<file path="config.mk">
export PLATFORM = sky130hd
export DESIGN_NAME = clock_div_multi
export DESIGN_NICKNAME = d
export VERILOG_FILES = /design/src/rtl/clock_div_multi_pkg.sv /design/src/rtl/clock_div_multi_ch.sv /design/src/rtl/clock_div_multi.sv
export SDC_FILE = /design/constraint.sdc
export NUM_CORES = 1
export LEC_CHECK = 0
export ABC_AREA = 1
export CAP_MARGIN = 20
export CORE_MARGIN = 5
export CORE_UTILIZATION = 55
export CTS_BUF_LIST = sky130_fd_sc_hd__clkbuf_16
export CTS_CLUSTER_DIAMETER = 150
export DETAILED_ROUTE_END_ITERATION = 7
export PLACE_DENSITY = 0.83
export RECOVER_POWER = 25
export SYNTH_ARGS = -nofsm -noshare
export SYNTH_HDL_FRONTEND = slang
export SYNTH_HIERARCHICAL = 1
export SYNTH_SLANG_ARGS = --single-unit
</file>
<file path="constraint.sdc">
create_clock -name i_clk_in -period 4.2 [get_ports i_clk_in]
set_input_delay 0.42 -clock i_clk_in [delete_from_list [all_inputs] [get_ports i_clk_in]]
set_output_delay 0.42 -clock i_clk_in [all_outputs]
set_load 0.01 [all_outputs]
</file>
<file path="src/rtl/clock_div_multi_pkg.sv">
// Shared constants and helpers for the multi-channel clock divider.
package clock_div_multi_pkg;

  // Reset-default period and high time (input cycles).
  localparam int DEF_DIV  = 10;
  localparam int DEF_HIGH = 5;

  // Channel-index width; at least one bit even for a single channel.
  function automatic int calc_ch_w(input int n);
    return (n <= 1) ? 1 : $clog2(n);
  endfunction

  // A load is accepted only if it describes a real, non-degenerate clock
  // on an existing channel.
  function automatic logic load_ok(input int unsigned div,
                                   input int unsigned high,
                                   input int unsigned ch,
                                   input int unsigned nch);
    return (div >= 2) && (high >= 1) && (high < div) && (ch < nch);
  endfunction

endpackage

</file>
<file path="src/rtl/clock_div_multi_ch.sv">
// One divider channel: phase counter, active/shadow period registers and
// registered clock/tick outputs. Shadow values move to active only at a
// period boundary (wrap, sync, or while disabled) so outputs never glitch.
module clock_div_multi_ch
  import clock_div_multi_pkg::*;
#(
  parameter int CNT_W        = 16,
  parameter int DEFAULT_DIV  = DEF_DIV,
  parameter int DEFAULT_HIGH = DEF_HIGH
) (
  input  logic             i_clk,
  input  logic             i_reset,
  input  logic             i_en,
  input  logic             i_sync,
  input  logic             i_load,
  input  logic [CNT_W-1:0] i_div,
  input  logic [CNT_W-1:0] i_high,
  output logic             o_clk,
  output logic             o_tick,
  output logic             o_pend
);

  localparam logic [CNT_W-1:0] ONE    = CNT_W'(1);
  localparam logic [CNT_W-1:0] D_DIV  = CNT_W'(DEFAULT_DIV);
  localparam logic [CNT_W-1:0] D_HIGH = CNT_W'(DEFAULT_HIGH);

  logic [CNT_W-1:0] r_p, r_div_a, r_high_a, r_div_s, r_high_s;
  logic             r_pend, r_clk, r_tick;

  logic [CNT_W-1:0] w_p_n, w_div_a_n, w_high_a_n;
  logic             w_last, w_apply, w_clk_n, w_tick_n;

  // Next phase and active values; outputs derive from next-state so the
  // flops show the level for the phase being entered.
  always_comb begin
    w_last     = (r_p == (r_div_a - ONE));
    w_apply    = r_pend & (~i_en | i_sync | w_last);
    w_div_a_n  = w_apply ? r_div_s  : r_div_a;
    w_high_a_n = w_apply ? r_high_s : r_high_a;
    if (!i_en)                w_p_n = w_div_a_n - ONE;
    else if (i_sync || w_last) w_p_n = '0;
    else                      w_p_n = r_p + ONE;
    w_clk_n  = i_en & (w_p_n < w_high_a_n);
    w_tick_n = i_en & (w_p_n == '0);
  end

  // Channel state; a load in the same edge as an apply lands in the
  // shadow after the old shadow has moved to active.
  always_ff @(posedge i_clk) begin
    if (i_reset) begin
      r_p      <= D_DIV - ONE;
      r_div_a  <= D_DIV;
      r_high_a <= D_HIGH;
      r_div_s  <= D_DIV;
      r_high_s <= D_HIGH;
      r_pend   <= 1'b0;
      r_clk    <= 1'b0;
      r_tick   <= 1'b0;
    end else begin
      r_p      <= w_p_n;
      r_div_a  <= w_div_a_n;
      r_high_a <= w_high_a_n;
      r_clk    <= w_clk_n;
      r_tick   <= w_tick_n;
      if (i_load) begin
        r_div_s  <= i_div;
        r_high_s <= i_high;
        r_pend   <= 1'b1;
      end else if (w_apply) begin
        r_pend   <= 1'b0;
      end
    end
  end

  assign o_clk  = r_clk;
  assign o_tick = r_tick;
  assign o_pend = r_pend;

endmodule

</file>
<file path="src/rtl/clock_div_multi.sv">
// Multi-channel programmable clock divider: load decode, load-error flag
// and sync fan-out around an array of per-channel dividers.
module clock_div_multi
  import clock_div_multi_pkg::*;
#(
  parameter int NUM_CH       = 2,
  parameter int CNT_W        = 16,
  parameter int DEFAULT_DIV  = DEF_DIV,
  parameter int DEFAULT_HIGH = DEF_HIGH,
  localparam int CH_W        = calc_ch_w(NUM_CH)
) (
  input  logic              i_clk_in,
  input  logic              i_reset,
  input  logic [NUM_CH-1:0] i_ch_en,
  input  logic              i_sync_req,
  input  logic              i_div_load,
  input  logic [CH_W-1:0]   i_div_ch,
  input  logic [CNT_W-1:0]  i_div_value,
  input  logic [CNT_W-1:0]  i_high_value,
  output logic [NUM_CH-1:0] o_clk_out,
  output logic [NUM_CH-1:0] o_tick_out,
  output logic [NUM_CH-1:0] o_pend_out,
  output logic              o_load_err
);

  logic              w_valid;
  logic [NUM_CH-1:0] w_ld;
  logic              r_load_err;

  assign w_valid = load_ok(32'(i_div_value), 32'(i_high_value),
                           32'(i_div_ch), NUM_CH);

  // Flag rejected loads for one cycle.
  always_ff @(posedge i_clk_in) begin
    if (i_reset) r_load_err <= 1'b0;
    else         r_load_err <= i_div_load & ~w_valid;
  end

  assign o_load_err = r_load_err;

  for (genvar g = 0; g < NUM_CH; g++) begin : g_ch
    assign w_ld[g] = i_div_load & w_valid & (i_div_ch == CH_W'(g));

    clock_div_multi_ch #(
      .CNT_W       (CNT_W),
      .DEFAULT_DIV (DEFAULT_DIV),
      .DEFAULT_HIGH(DEFAULT_HIGH)
    ) u_ch (
      .i_clk  (i_clk_in),
      .i_reset(i_reset),
      .i_en   (i_ch_en[g]),
      .i_sync (i_sync_req),
      .i_load (w_ld[g]),
      .i_div  (i_div_value),
      .i_high (i_high_value),
      .o_clk  (o_clk_out[g]),
      .o_tick (o_tick_out[g]),
      .o_pend (o_pend_out[g])
    );
  end

endmodule

</file>
==> results of run 1 <==
## sequential cells by signal, indices dropped and copies added (netlist names)
signal              cells
g_ch.u_ch/r_div_a      32
g_ch.u_ch/r_high_a     32
g_ch.u_ch/r_high_s     32
g_ch.u_ch/r_p          32
g_ch.u_ch/o_tick        2
g_ch.u_ch/o_clk         2
o_load_err              1
g_ch.u_ch/r_div_s      32
g_ch.u_ch/o_pend        2
## power groups by stage
stage                     Combinational [uW]  Sequential (uW)  Clock, uW
after floorplan                          591             1740          0
after global placement                   789             1760          0
after detailed placement                 810             1770          0
after CTS                                820             1730       1570
after global routing                     974             1740       1640
final                                    879             1730       1560
## through the flow
stage,util,total power [uW]
after global routing,0.637,4360
after global placement,0.591,2550
after floorplan,-,2330
final,0.637,4180
after CTS,0.621,4120
after detailed placement,0.591,2580
## layer usage
metal / global-route usage / vias up / part of all wire
met5: 0 / - / 0
met4: 0.0664 / 0 / 0.021
met3: 0.0374 / 61 / 0.085
met2: 0.429 / 484 / 0.45
met1: 0.388 / 4924 / 0.44
li1: - / 5218 / -
## cell families (layout without fill, tap and decap cells)
group / count (synthesis) / count (layout)
DFF: 167 / 167
adders and majority gates: 51 / 51
buffers and inverters: 238 / 312
AOI/OAI and AO/OA: 172 / 172
xor gates and xnor gates: 41 / 41
and+or+nand+nor: 903 / 905
muxes: 32 / 32
## worst max path at each step
stage,startpoint,end,slack (ps),depth (start not counted)
2_1_floorplan,g_ch[0].u_ch/r_div_a[0],g_ch[0].u_ch/o_clk,440,33
3_3_place_gp,g_ch[0].u_ch/r_div_a[0],g_ch[0].u_ch/o_clk,270,32
3_5_place_dp,g_ch[0].u_ch/r_div_a[0],g_ch[0].u_ch/o_clk,100,29
4_1_cts,g_ch[0].u_ch/r_div_a[0],g_ch[0].u_ch/o_clk,20,29
5_1_grt,g_ch[0].u_ch/r_div_a[0],g_ch[0].u_ch/o_clk,-60,29
6_report,g_ch[0].u_ch/r_div_a[1],g_ch[0].u_ch/o_clk,250,28
## critical path: cells and delay by family (launching register included)
family                     cells  cell delay (ps)
DFF                            1              340
adders and majority gates      3              670
buffers and inverters          3              260
AOI/OAI and AO/OA              5              650
and+or+nand+nor               17             1980
## repair_timing
action / CTS / global route
gates resized for setup: 0 / 35
buffers inserted: 0 / 17
setup endpoints to repair: 0 / 2
## placed cells by master, fill, tap and decap left out, types with 4 or more instances in the layout
cell type / instances
clkinv_1: 4
clkdlybuf4s50_1: 37
nand3b_1: 10
nand2_4: 5
o31ai_1: 4
clkbuf_16: 17
ha_1: 47
o21ai_1: 5
nor3_1: 13
mux2i_1: 32
dfxtp_1: 165
nor2_1: 280
nand3_1: 104
a21oi_2: 4
or2_2: 9
dlygate4sd3_1: 7
xnor2_1: 16
nand3_2: 10
inv_2: 11
nand2_2: 44
nor2_2: 22
buf_4: 36
nand4_1: 18
ha_4: 4
nand2_8: 4
o21ai_0: 84
a21oi_1: 51
nor2_4: 12
o21ai_2: 7
inv_6: 6
xor2_1: 23
nand2_1: 361
inv_8: 4
inv_1: 181
## layout make-up
cell class,count,area (um^2),share of cell area
Multi-Input combinational cell,1201,6520,0.531
Sequential cell,167,3350,0.272
Timing Repair Buffer,84,766,0.0623
Inverter,196,736,0.0599
Clock buffer,17,425,0.0346
Tap cell,265,332,0.0270
Clock inverter,15,158,0.0128
==> run summary, run 1 <==
R2R depth: 28
Critical path's slowest cell: dfxtp_2
Worst Tran Pin Value: 966 ps
Most common cell in the netlist: nand2_1
Worst endpoint required time: 4570 ps
Dpl ws: 101 ps
Fin cells: 1945
Slew Viols, Final: 0
Worst hold-check path type: reg2reg
Hold Crit Start: g_ch[1].u_ch/r_div_s[13]
Hold_buf cts: 0
R2R Setup Slk: 250 ps
PortBufs: 45
Avg Cell Area, Syn: 6.66 um^2
Drt wl/cell: 15.8 um
Final Hold Vio Count: 0
Power per cell area: 340 mW/mm^2
Sw frac: 0.322
DR vias/cell: 5.49
Initial drt markers: 1125
Switching Power: 1350 uW
Row count: 51
CTS Buf Count: 17
Clock Tree Root: clkbuf_16
Clock Power Share: 0.374
DR vias: 10700
Logic pwr share: 0.211
Sequential fraction of the synthesis area: 0.313
Global Route Usage Sum: 0.270
EDFF count, synth: 0
Gpl congestion: 0.984
Fmax: 0.253 GHz
Die X-Extent: 149 um
Initial antenna violation count: 0
Hold WS: 461 ps
# placed instances: 1893
Synth Area in Compound Gates: 0.0891
Yosys cell types: 49
Largest net degree at the start of global routing: 42
Peak VDD IR: 0.000248 V
Area Growth Syn to Fin: 14.9%
Internal: 2830 uW
Critical R2R Capture: g_ch[0].u_ch/o_clk
Sequential power share: 0.415
DPL Wire Length: 22.7 mm
Minimum clock period after layout: 3950 ps
Synth Instances: 1604
Post-DRT Antenna Nets: 0
Fillers: 1725
CP Class: reg2reg
Max incr delay on CP: 340 ps
Worst Hold Endpoint: g_ch[1].u_ch/r_div_s[13]
Crit share post-route: 0.941
Ranking of synthesized cells by area: dfxtp_1 (31%), nand2_1 (13%), nor2_1 (9.9%)
Seq cells post-synth: 167
Largest family of logic cells by synthesized area: simple AND/OR/NAND/NOR gates
Clk_lat worst skew: 430 ps
Reg-to-reg startpoint: g_ch[0].u_ch/r_div_a[1]
Pre-antenna DRT Iters: 6
Design area: 0.0123 mm^2
Max-cap violations: 0
Synth Area in Adders: 0.0597
First-pass GRT wire length: 48.8 mm
Multiplexer area fraction after synthesis: 0.0300
Starting Density: 0.555
Post-Route WL: 30.6 mm
Post-synth top area share: 0.313
Setup tns final: 0 ps
Residual DRC: 0
Die area: 0.0223 mm^2
CTS tree: built
H-tree depth: 4
Area leader, netlist: dfxtp_1
Critical Path Fanout Max: 9
CP Launch Type: flop
Setup WS post-layout: 247 ps
Layout Nets: 1757
Setup-failing EPs final: 0
Post-DP Area: 0.0114 mm^2
Status: completed
# clock sinks: 167
Post-synth net total: 1694
Total number of yosys warnings: 6
Die height: 149 um
CTS clock-pin slew for the worst setup and hold paths: 70 ps
Antenna Cells: 0
Share of synthesized registers carrying an async set or reset: 0
Worst slew margin: 0.355
Vias in the first global route: 9796
Static Leak: 0.00614 uW
Gr ovfl total: 0
Main flop type after synthesis: dfxtp_1
Clock buffer depth: 2
IO Pins: 46
Simple-Gate Fraction of Synth Area: 0.381
Critical path data arrival time: 4330 ps
Layout cells sized above 1: 0.127
Post-synth top cells: nand2_1 (366), nor2_1 (283), inv_1 (183)
Core Footprint: 0.0193 mm^2
Clock skew: 10.3 ps
Hold Crit Depth: 2
Worst Setup End Kind: flop
Syn Std Cell Area: 0.0107 mm^2
Post-Synth XOR/XNOR Area: 0.0362
Power figures use the tool's default switching activity.
==> inputs of run 2 (changes only) <==
PLACE_DENSITY = 0.71   (was 0.83)
==> run summary, run 2 (same netlist as run 1, synthesis figures left out) <==
Starting Density: 0.555
DR vias: 10300
Crit share post-route: 0.936
Die height: 149 um
Gpl congestion: 0.957
Critical path's slowest cell: dfxtp_1
Minimum clock period after layout: 3930 ps
Static Leak: 0.00614 uW
Critical Path Fanout Max: 9
CP Class: reg2reg
Design area: 0.0123 mm^2
Post-DRT Antenna Nets: 0
CTS clock-pin slew for the worst setup and hold paths: 70 ps
Max incr delay on CP: 350 ps
DR vias/cell: 5.31
Max-cap violations: 0
Worst Setup End Kind: flop
Gr ovfl total: 0
Fillers: 1845
Status: completed
PortBufs: 45
# clock sinks: 167
Most frequent cells in the layout: nand2_1 (362), nor2_1 (282), inv_1 (183)
Pre-antenna DRT Iters: 6
DPL Wire Length: 22.7 mm
Drt wl/cell: 15.4 um
Peak VDD IR: 0.000288 V
Final Hold Vio Count: 0
Util after Layout: 0.637
Antenna Cells: 0
Clock skew: 7.54 ps
Critical path data arrival time: 4300 ps
Die X-Extent: 149 um
Fmax: 0.254 GHz
Core Footprint: 0.0193 mm^2
Initial drt markers: 952
Worst endpoint required time: 4560 ps
Worst slew margin: 0.203
Clock Tree Root: clkbuf_16
IO Pins: 46
Area Growth Syn to Fin: 14.9%
Power per cell area: 340 mW/mm^2
CP Launch Type: flop
Most common cell after layout, fill and taps aside: nand2_1
Post-DP Area: 0.0114 mm^2
Setup-failing EPs final: 0
Slew Viols, Final: 0
First-pass GRT wire length: 47.5 mm
Layout Nets: 1754
H-tree depth: 4
Residual DRC: 0
Clock buffer depth: 2
Worst Tran Pin Value: 1200 ps
Cell repeated most along the worst path: nand2_1
Largest net degree at the start of global routing: 42
Initial antenna violation count: 0
Die area: 0.0223 mm^2
Pwr Total: 4170 uW
CTS Buf Count: 17
Row count: 51
Worst hold-check path type: reg2reg
Post-Route WL: 29.8 mm
Vias in the first global route: 9368
Layout cells sized above 1: 0.120
Clk_lat worst skew: 430 ps
CTS tree: built
Global Route Usage Sum: 0.265
## run 2: cell types whose count changed in the layout (fill, tap and decap cells not counted), moves of 3 or more
cell,change
o21ai_0,+3
o21ai_1,-4
buf_4,-7
clkinvlp_4,+3
## run 2: final timing paths
check,startpoint,cells after the start,slack [ps],endpoint
worst max-delay path,g_ch[0].u_ch/r_div_a[1],30,270,g_ch[0].u_ch/o_clk
worst min-delay path,g_ch[0].u_ch/r_div_s[1],2,460,g_ch[0].u_ch/r_div_s[1]
worst max register to register,g_ch[0].u_ch/r_div_a[1],30,270,g_ch[0].u_ch/o_clk
worst min register to register,g_ch[0].u_ch/r_div_s[1],2,460,g_ch[0].u_ch/r_div_s[1]
## run 2: cell type report
cell class                 instances  area (um^2)  share of cell area
clock inverter                    15          169              0.0138
tap                              265          332              0.0270
multi-input combinational       1202         6500               0.530
timing repair buffer              80          766              0.0624
clock buffer                      17          425              0.0347
inverter                         196          738              0.0601
sequential                       167         3340               0.272
## run 2: metrics by stage
step / instances / hold WS [ps] / setup slack [ps] / setup TNS, ps
global placement: 1893 / 438 / 218 / 0
detailed placement: 1893 / 441 / 82.2 / 0
CTS: 1925 / 456 / 46.9 / 0
global route: 1942 / 477 / -0.969 / -0.969
floorplan: 1604 / 420 / 442 / 0
finish: 1942 / 456 / 267 / 0
## run 2: repair_timing
item,in CTS,in global routing
hold buffers,0,0
setup buffers,0,12
resized for setup,0,30
setup endpoints to repair,0,2
## run 2: critical path: cells and delay by family (launching register included)
family / cells / cell delay [ps]
flops: 1 / 350
buf+inv: 4 / 340
fa+ha+maj: 3 / 720
compound gates: 4 / 460
simple gates: 19 / 1980
## run 2: report_power, final
group | internal, uW | total (uW) | switching, uW
Sequential | 1660 | 1730 | 66.1
Clock | 892 | 1580 | 693
Combinational | 314 | 859 | 545
Total | 2870 | 4170 | 1300
## run 2: routing by layer
| layer | up-vias | routed length (um) | track usage |
|---|---|---|---|
| met5 | - | 0 | 0 |
| li1 | 5224 | - | - |
| met4 | 0 | 445 | 0.0600 |
| met2 | 318 | 12700 | 0.396 |
| met3 | 41 | 2080 | 0.0538 |
| met1 | 4727 | 14600 | 0.394 |
